File: src/rtl/mips_pkg.sv
// Shared types and constants for the MIPS Harvard-to-shared-memory arbiter.
//   arb_state_t          arbiter FSM state encoding
//   ARB_TIMEOUT_DEFAULT  default waitrequest timeout, in cycles
// Optional feature macro: ARB_TIMEOUT_EN adds the HALT state, which is entered on a bus timeout.
package mips_pkg;

`ifdef ARB_TIMEOUT_EN
    typedef enum logic [1:0] {
        FETCH  = 2'd0,
        DATA   = 2'd1,
        COMMIT = 2'd2,
        HALT   = 2'd3
    } arb_state_t;
`else
    typedef enum logic [1:0] {
        FETCH  = 2'd0,
        DATA   = 2'd1,
        COMMIT = 2'd2
    } arb_state_t;
`endif

    localparam int unsigned ARB_TIMEOUT_DEFAULT = 256;

endpackage

File: src/rtl/harvard_mem_arbiter.sv
// Arbiter that connects a Harvard MIPS CPU to a single shared Avalon-style memory.
// For each CPU step it performs an instruction fetch and then an optional data access. It
// pulses clk_enable for one cycle to let the CPU commit the step.
// Ports:
//   clk, reset                   system clock, synchronous active-high reset
//   clk_enable                   CPU advance strobe, one cycle per instruction
//   instr_address/instr_readdata CPU fetch port; the fetched word is latched
//   data_address/read/write/     CPU data port; load data is latched
//     writedata/readdata
//   mem_address/read/write/      shared memory master port
//     writedata/waitrequest/readdata
//   bus_error                    sticky timeout flag
// Optional feature macro: ARB_TIMEOUT_EN. When it is defined, a waitrequest that stays high
// for TIMEOUT_CYCLES cycles drops the command, sets bus_error and parks the FSM in HALT.
module harvard_mem_arbiter
    import mips_pkg::*;
#(
    parameter int unsigned TIMEOUT_CYCLES = ARB_TIMEOUT_DEFAULT
) (
    input  logic        clk,
    input  logic        reset,
    output logic        clk_enable,
    input  logic [31:0] instr_address,
    output logic [31:0] instr_readdata,
    input  logic [31:0] data_address,
    input  logic        data_read,
    input  logic        data_write,
    input  logic [31:0] data_writedata,
    output logic [31:0] data_readdata,
    output logic [31:0] mem_address,
    output logic        mem_read,
    output logic        mem_write,
    output logic [31:0] mem_writedata,
    input  logic        mem_waitrequest,
    input  logic [31:0] mem_readdata,
    output logic        bus_error
);

    arb_state_t  r_state;
    arb_state_t  w_state_next;
    logic        r_clk_enable;
    logic [31:0] r_instr_readdata;
    logic [31:0] r_data_readdata;
    logic        w_instr_capture;
    logic        w_data_capture;

`ifdef ARB_TIMEOUT_EN
    localparam logic [31:0] TimeoutLast = 32'(TIMEOUT_CYCLES - 1);
    logic [31:0] r_wait_cnt;
    logic        r_bus_error;
    logic        w_busy;
    logic        w_timeout;
`else
    logic [31:0] w_unused_timeout;
    assign w_unused_timeout = TIMEOUT_CYCLES;
`endif

    always_comb begin
        w_state_next    = r_state;
        mem_read        = 1'b0;
        mem_write       = 1'b0;
        mem_address     = instr_address;
        mem_writedata   = data_writedata;
        w_instr_capture = 1'b0;
        w_data_capture  = 1'b0;
        case (r_state)
            FETCH: begin
                mem_read = 1'b1;
                if (!mem_waitrequest) begin
                    w_instr_capture = 1'b1;
                    w_state_next    = DATA;
                end
            end
            DATA: begin
                // A write takes priority; a simultaneous read request is ignored.
                if (data_write) begin
                    mem_write   = 1'b1;
                    mem_address = data_address;
                    if (!mem_waitrequest) w_state_next = COMMIT;
                end else if (data_read) begin
                    mem_read    = 1'b1;
                    mem_address = data_address;
                    if (!mem_waitrequest) begin
                        w_data_capture = 1'b1;
                        w_state_next   = COMMIT;
                    end
                end else begin
                    w_state_next = COMMIT;
                end
            end
            COMMIT: w_state_next = FETCH;
`ifdef ARB_TIMEOUT_EN
            HALT:   w_state_next = HALT;
`endif
            default: w_state_next = FETCH;
        endcase

`ifdef ARB_TIMEOUT_EN
        w_busy    = (r_state == FETCH) || ((r_state == DATA) && (data_read || data_write));
        w_timeout = w_busy && mem_waitrequest && (r_wait_cnt == TimeoutLast);
        if (w_timeout) w_state_next = HALT;
`endif

        // Commands drop as soon as the FSM is held in reset.
        if (reset) begin
            mem_read  = 1'b0;
            mem_write = 1'b0;
        end
    end

    always_ff @(posedge clk) begin
        if (reset) begin
            r_state          <= FETCH;
            r_clk_enable     <= 1'b0;
            r_instr_readdata <= 32'h0;
            r_data_readdata  <= 32'h0;
        end else begin
            r_state      <= w_state_next;
            // The strobe is registered so that it is high exactly while the FSM is in COMMIT.
            r_clk_enable <= (w_state_next == COMMIT);
            if (w_instr_capture) r_instr_readdata <= mem_readdata;
            if (w_data_capture)  r_data_readdata  <= mem_readdata;
        end
    end

`ifdef ARB_TIMEOUT_EN
    always_ff @(posedge clk) begin
        if (reset) begin
            r_wait_cnt  <= 32'h0;
            r_bus_error <= 1'b0;
        end else begin
            if (w_busy) begin
                r_wait_cnt <= mem_waitrequest ? r_wait_cnt + 32'd1 : 32'h0;
            end
            if (w_timeout) r_bus_error <= 1'b1;
        end
    end
    assign bus_error = r_bus_error;
`else
    assign bus_error = 1'b0;
`endif

    assign clk_enable     = r_clk_enable;
    assign instr_readdata = r_instr_readdata;
    assign data_readdata  = r_data_readdata;

endmodule

File: config.mk
export PLATFORM = sky130hd
export DESIGN_NAME = harvard_mem_arbiter
export DESIGN_NICKNAME = d
export VERILOG_FILES = /design/src/rtl/mips_pkg.sv /design/src/rtl/harvard_mem_arbiter.sv
export SDC_FILE = /design/constraint.sdc
export NUM_CORES = 1
export LEC_CHECK = 0
export CORE_AREA = 2 2 103 105
export DETAILED_ROUTE_END_ITERATION = 7
export DIE_AREA = 0 0 105 107
export DONT_BUFFER_PORTS = 1
export GPL_TIMING_DRIVEN = 0
export PLACE_DENSITY_LB_ADDON = 0.2
export SLEW_MARGIN = 10
export SYNTH_ARGS = -nofsm -noshare
export SYNTH_HDL_FRONTEND = slang
export SYNTH_SLANG_ARGS = --single-unit
File: constraint.sdc
create_clock -name clk -period 1.8 [get_ports clk]
set_clock_uncertainty 0.1 [all_clocks]
set_input_delay 0.18 -clock clk [delete_from_list [all_inputs] [get_ports clk]]
set_output_delay 0.18 -clock clk [all_outputs]
set_load 0.01 [all_outputs]
==> flow_summary_export.csv, run 1 <==
group,metric,value,unit
outcome,outcome,"complete, but fails checks",
outcome,violations,"setup timing",
setup_path,r2r_cells,5,
global_routing,grt_overflow,0,
clock_network,clock-sinks,67,
timing,fin_crit_sh,1.03,
logic_synthesis,synth.distinct_cells,19,
clock_network,clock_latency,0.34,ns
final_layout,nFillCells,1028,
placed_design,place_hpwl,8140,um
placed_design,gp_congestion,0.810,
power,p_per_area,846,mW/mm^2
min_path,hold_path_class,"in -> reg",
setup_path,cp_common_cell,"buf_6",
logic_synthesis,synthCells,365,
final_layout,final_layout_size_suffix_gt1_frac,0.250,
final_layout,multi_input_area,0.00170,mm^2
clock_network,root_buffer,"clkbuf_8",
timing,max_clock_freq,541,MHz
logic_synthesis,seq_area_frac_synth,0.406,
timing,maxSlewViolCount,0,
power,total_leakage_power,1.63,nW
die,io-pin-count,265,
min_path,hold_path_depth,3,
placed_design,port_buffers,0,
setup_path,crit_path_end_kind,"primary output",
final_layout,final_nets,552,
route,drt-vias-per-instance,4.70,
die,die-area,0.0112,mm^2
timing,slew_headroom,0.613,
final_layout,areaGrowthSynthToFinish,28.6,%
global_routing,grt_pass1_wl,15000,um
route,wl_per_cell,18.7,um
die,rows,37,
route,vias,2633,
die,coreArea,0.0101,mm^2
setup_path,required,1.52,ns
global_routing,grt_max_degree,13,
final_layout,design_area,0.00425,mm^2
timing,rsz0062_at_grt,"yes",
placed_design,post-place-ws,-0.0670,ns
setup_path,critPathKind,"reg -> out",
route,remaining_drc_errors,0,
min_path,hold_path_startpoint,"data_read",
final_layout,final_cell_mix,"nand2_1 (65), nand2b_1 (65), dfxtp_1 (65)",
clock_network,clock_path_buffers,2,
logic_synthesis,syn_avg_cell_area,9.05,um^2
route,drt_iter0_drc,82,
timing,final-setup-viol-count,27,
final_layout,regArea,0.00135,mm^2
clock_network,tritoncts,"built",
global_routing,grt_pass1_vias,2613,
placed_design,placed_area,0.00347,mm^2
power,total_power,3.59,mW
timing,fin_crit,1.85,ns
route,antenna_left,0,
die,start_util,0.327,
clock_network,htree_levels,3,
job,cap_violations,0,
die,die_x,105,um
logic_synthesis,synth_area,0.00330,mm^2
global_routing,antenna_found_initial,0,
setup_path,start_kind,"flop",
timing,hold_viol_final,0,
logic_synthesis,synth_nets,498,
logic_synthesis,yosysWarnings,0,
setup_path,r2r-start,"r_state[1]",
die,dieHeight,107,um
setup_path,slowest_stage,"dfxtp_4",
clock_network,numCtsBuffers,9,
timing,setup_ws,-0.0482,ns
min_path,whs_endpoint,"data_readdata[31]",
global_routing,grtUsageTotal,0.178,
logic_synthesis,ys_ff_latch,67,
setup_path,r2r_slack,0.15,ns
setup_path,cp_max_fo,5,
route,first_pass_iters,4,
clock_network,cts.clk_slew.worst_paths,0.08,ns
setup_path,critical_path.max_stage_delay,0.35,ns
final_layout,diodes,0,
setup_path,crit_chain,"nand2b_4 > nor2_4 > buf_6 > buf_6 > mux2_4",
timing,worstMarginPinSlew,0.577,ns
setup_path,timing.critical_path.arrival,1.57,ns
setup_path,r2r_end,"data_readdata[8]",
route,totalWireLength,10500,um
power,vdd_drop_max,276,uV
## cells in the mapped netlist
| cell | number | area [um^2] |
|---|---|---|
| o21a_1 | 1 | 7.51 |
| mux2_2 | 30 | 338 |
| mux2i_1 | 32 | 320 |
| mux2_1 | 2 | 22.5 |
| buf_2 | 6 | 30.0 |
| nor3_4 | 1 | 16.3 |
| a21oi_1 | 33 | 165 |
| nand2_1 | 65 | 244 |
| nand2b_1 | 66 | 413 |
| dfxtp_1 | 67 | 1340 |
| conb_1 | 1 | 3.75 |
| nor2_1 | 2 | 7.51 |
| buf_6 | 3 | 33.8 |
| clkbuf_1 | 12 | 45.0 |
| nor2_2 | 1 | 6.26 |
| buf_4 | 36 | 270 |
| a211oi_1 | 1 | 7.51 |
| or3_1 | 1 | 6.26 |
| nor3_1 | 5 | 25.0 |
## final cells by class
class / count / share of cell area
multi-input combinational: 241 / 0.400
sequential: 67 / 0.317
timing repair buffer: 43 / 0.0984
buffer: 57 / 0.0940
tap: 136 / 0.0401
clock buffer: 9 / 0.0292
clock inverter: 7 / 0.0218
## where the power goes
part	switching [mW]	internal (mW)
Combinational	0.302	0.310
Clock	0.594	0.774
Sequential	0.0717	1.54
## per-stage QoR
stage | utilization | hold WS [ns] | cells | TNS, ns
finish | 0.421 | 0.0961 | 560 | -0.900
global route | 0.421 | 0.0897 | 560 | -3.29
CTS | 0.418 | 0.0587 | 558 | -3.27
detailed placement | 0.344 | 0.224 | 501 | -1.33
global placement | 0.344 | 0.219 | 501 | -0.0246
floorplan | - | 0.216 | 365 | 0
## repair_timing
item,4_1_cts,5_1_grt
hold buffers,35,1
setup endpoints to repair,62,62
resized for setup,41,2
buffers inserted,4,1
pin swaps,1,1
hold endpoints to repair,67,1
gates cloned,2,0
## critical path: cells and delay by family (launching register included)
family	cells	cell delay, ns
flops	1	0.35
mux	1	0.34
simple gates	2	0.27
buf+inv	2	0.26
## kinds of logic after synthesis
logic type / synth area share
flops: 0.406
buf+inv: 0.115
other cells: 0.00114
compound gates: 0.0545
mux: 0.206
simple gates: 0.217
## routing by layer
| metal | vias to the layer above | GRT usage | wire, um |
|---|---|---|---|
| met5 | - | 0 | 0 |
| met3 | 15 | 0.0602 | 883 |
| met1 | 1211 | 0.174 | 3520 |
| met2 | 145 | 0.343 | 5880 |
| li1 | 1262 | - | - |
| met4 | 0 | 0.0705 | 201 |
## sequential cells by signal, summed over array words and instances, names as in the netlist
| register | cells |
|---|---|
| data_readdata | 32 |
| instr_readdata | 32 |
| r_state | 2 |
| clk_enable | 1 |
## worst max-delay path by stage
stage,startpoint,end,slack [ns]
after floorplan,r_state[1],mem_address[4],0.22
after global placement,r_state[0],mem_address[5],-0.01
after detailed placement,r_state[0],mem_address[5],-0.07
after CTS,r_state[1],mem_address[5],-0.09
after global routing,r_state[1],mem_address[5],-0.12
final,r_state[1],mem_address[9],-0.05
(Power assumes the default switching activity.)
==> inputs of run 2 (changes only) <==
Settings changed: CORE_AREA 2 2 103 105 to 5 5 100 102.
==> run 2 against run 1 <==
  * The run still ends with setup timing left
  * Clock power fell by 7%
  * Sequential cell count did not move
  * Hold slack improved by 0.028 ns
  * Power fell by 2.3%
  * Critical path type unchanged
  * Wire length rose by 2.6%
  * Worst setup slack improved by 0.046 ns
  * Largest cell class unchanged
  * Sequential power barely moved
  * Sequential share of layout area barely moved
  * Global-route usage barely moved
==> flow_summary_export.csv, run 2 (same netlist as run 1, synthesis figures left out) <==
group,metric,value,unit
outcome,outcome,"complete, but fails checks",
outcome,violations,"setup timing",
min_path,whs_endpoint,"data_readdata[0]",
placed_design,gp_congestion,0.767,
setup_path,slowest_stage,"mux2_4",
global_routing,grt_pass1_wl,15500,um
final_layout,final_layout_size_suffix_gt1_frac,0.252,
timing,worstMarginPinSlew,0.517,ns
global_routing,grt_max_degree,13,
clock_network,clock_path_buffers,2,
route,wl_per_cell,20.0,um
route,drt_iter0_drc,107,
global_routing,antenna_found_initial,1,
global_routing,grtUsageTotal,0.178,
die,die_x,105,um
clock_network,cts.clk_slew.worst_paths,0.07,ns
route,antenna_left,0,
setup_path,r2r_cells,5,
die,io-pin-count,265,
job,cap_violations,0,
die,dieHeight,107,um
timing,maxSlewViolCount,0,
timing,rsz0062_at_grt,"yes",
timing,setup_ws,-0.00259,ns
die,coreArea,0.00902,mm^2
setup_path,required,1.52,ns
placed_design,dp.cells,476,
clock_network,root_buffer,"clkbuf_8",
timing,fin_crit_sh,1.00,
setup_path,cp_max_fo,7,
power,vdd_drop_max,406,uV
setup_path,critPathKind,"reg -> out",
final_layout,nFillCells,847,
final_layout,final_cell_mix,"nand2_1 (65), nand2b_1 (65), dfxtp_1 (65)",
placed_design,placed_area,0.00344,mm^2
global_routing,grt_pass1_vias,2660,
timing,slew_headroom,0.654,
min_path,hold_path_startpoint,"data_read",
final_layout,areaGrowthSynthToFinish,28.8,%
setup_path,crit_family,"multiplexers",
setup_path,critical_path.max_stage_delay,0.34,ns
placed_design,port_buffers,0,
setup_path,r2r_end,"data_readdata[5]",
route,drt-vias-per-instance,4.89,
setup_path,path_buf_inv,2,
clock_network,htree_levels,3,
clock_network,clock_latency,0.34,ns
power,total_leakage_power,1.66,nW
die,rows,35,
timing,max_clock_freq,555,MHz
die,start_util,0.366,
final_layout,design_area,0.00425,mm^2
final_layout,stdcell_count,537,
min_path,hold_path_depth,3,
global_routing,grt_overflow,0,
placed_design,place_hpwl,8220,um
setup_path,r2r-start,"r_state[1]",
timing,final-setup-viol-count,1,
route,remaining_drc_errors,0,
setup_path,crit_path_end_kind,"primary output",
die,die-area,0.0112,mm^2
route,totalWireLength,10800,um
clock_network,clock-sinks,67,
setup_path,r2r_slack,0.16,ns
timing,hold_viol_final,0,
setup_path,timing.critical_path.arrival,1.52,ns
route,vias,2627,
power,p_per_area,825,mW/mm^2
clock_network,tritoncts,"built",
setup_path,start_kind,"flop",
route,first_pass_iters,4,
clock_network,numCtsBuffers,9,
min_path,hold_path_class,"in -> reg",
timing,fin_crit,1.80,ns
final_layout,final_nets,553,
setup_path,crit_chain,"nand2b_4 > nor2_4 > buf_12 > buf_6 > mux2_4",
==> run 2: cell count changes in the layout (fill, tap and decap cells not counted), moves of 2 or more <==
cell        change
buf_8           +2
clkinv_4        +2
clkinvlp_4      -2
mux2_2          -6
mux2_4          +6
==> run 2: cell type report <==
cell class                      count  area [um^2]  area share
Timing Repair Buffer               44          444       0.104
Antenna cell                        1         2.50    0.000588
Buffer                             57          398      0.0936
Tap cell                          111          139      0.0327
Clock inverter                      6         65.1      0.0153
Multi-Input combinational cell    241         1720       0.405
Sequential cell                    67         1350       0.317
Clock buffer                       10          138      0.0324
==> run 2: tightest hold or removal path: stages <==
cell and delay, ns:
nand2b_1 0.12, nor3_4 0.10, mux2i_1 0.12
==> run 2: repair_timing <==
item	4_1_cts	5_1_grt
endpoints found under the setup margin	32	62
hold buffers	35	1
resized for setup	50	2
gates cloned	3	0
endpoints found under the hold margin	67	2
pin swaps	1	1
buffers inserted	4	1
==> run 2: report_power, final <==
group	total [mW]	switching [mW]	internal (mW)
clock	1.27	0.595	0.677
combinational	0.624	0.301	0.324
sequential	1.61	0.0710	1.54
==> run 2: worst max-delay path by stage <==
stage,endpoint,start,cells past startpoint
after floorplan,mem_address[4],r_state[1],4
after global placement,mem_address[5],r_state[0],4
after detailed placement,mem_address[5],r_state[0],4
after CTS,mem_address[5],r_state[1],5
after global routing,mem_address[5],r_state[1],5
final,mem_address[7],r_state[1],5
==> run 2: metal layers <==
metal  wire length, um  GRT usage
met5                 0          0
met2              5890      0.324
met4               152     0.0612
met3              1090     0.0801
met1              3620      0.180
==> run 2: through the flow <==
| step | power [mW] | TNS [ns] | hold slack, ns | util | worst slack [ns] |
|---|---|---|---|---|---|
| global placement | 2.11 | 0 | 0.218 | 0.382 | 0.0160 |
| global route | 3.66 | -1.01 | 0.134 | 0.471 | -0.0407 |
| floorplan | 2.01 | 0 | 0.216 | - | 0.222 |
| finish | 3.51 | -0.00259 | 0.124 | 0.471 | -0.00259 |
| CTS | 3.55 | -0.948 | 0.0254 | 0.468 | -0.0415 |
| detailed placement | 2.11 | -0.0424 | 0.223 | 0.382 | -0.0171 |
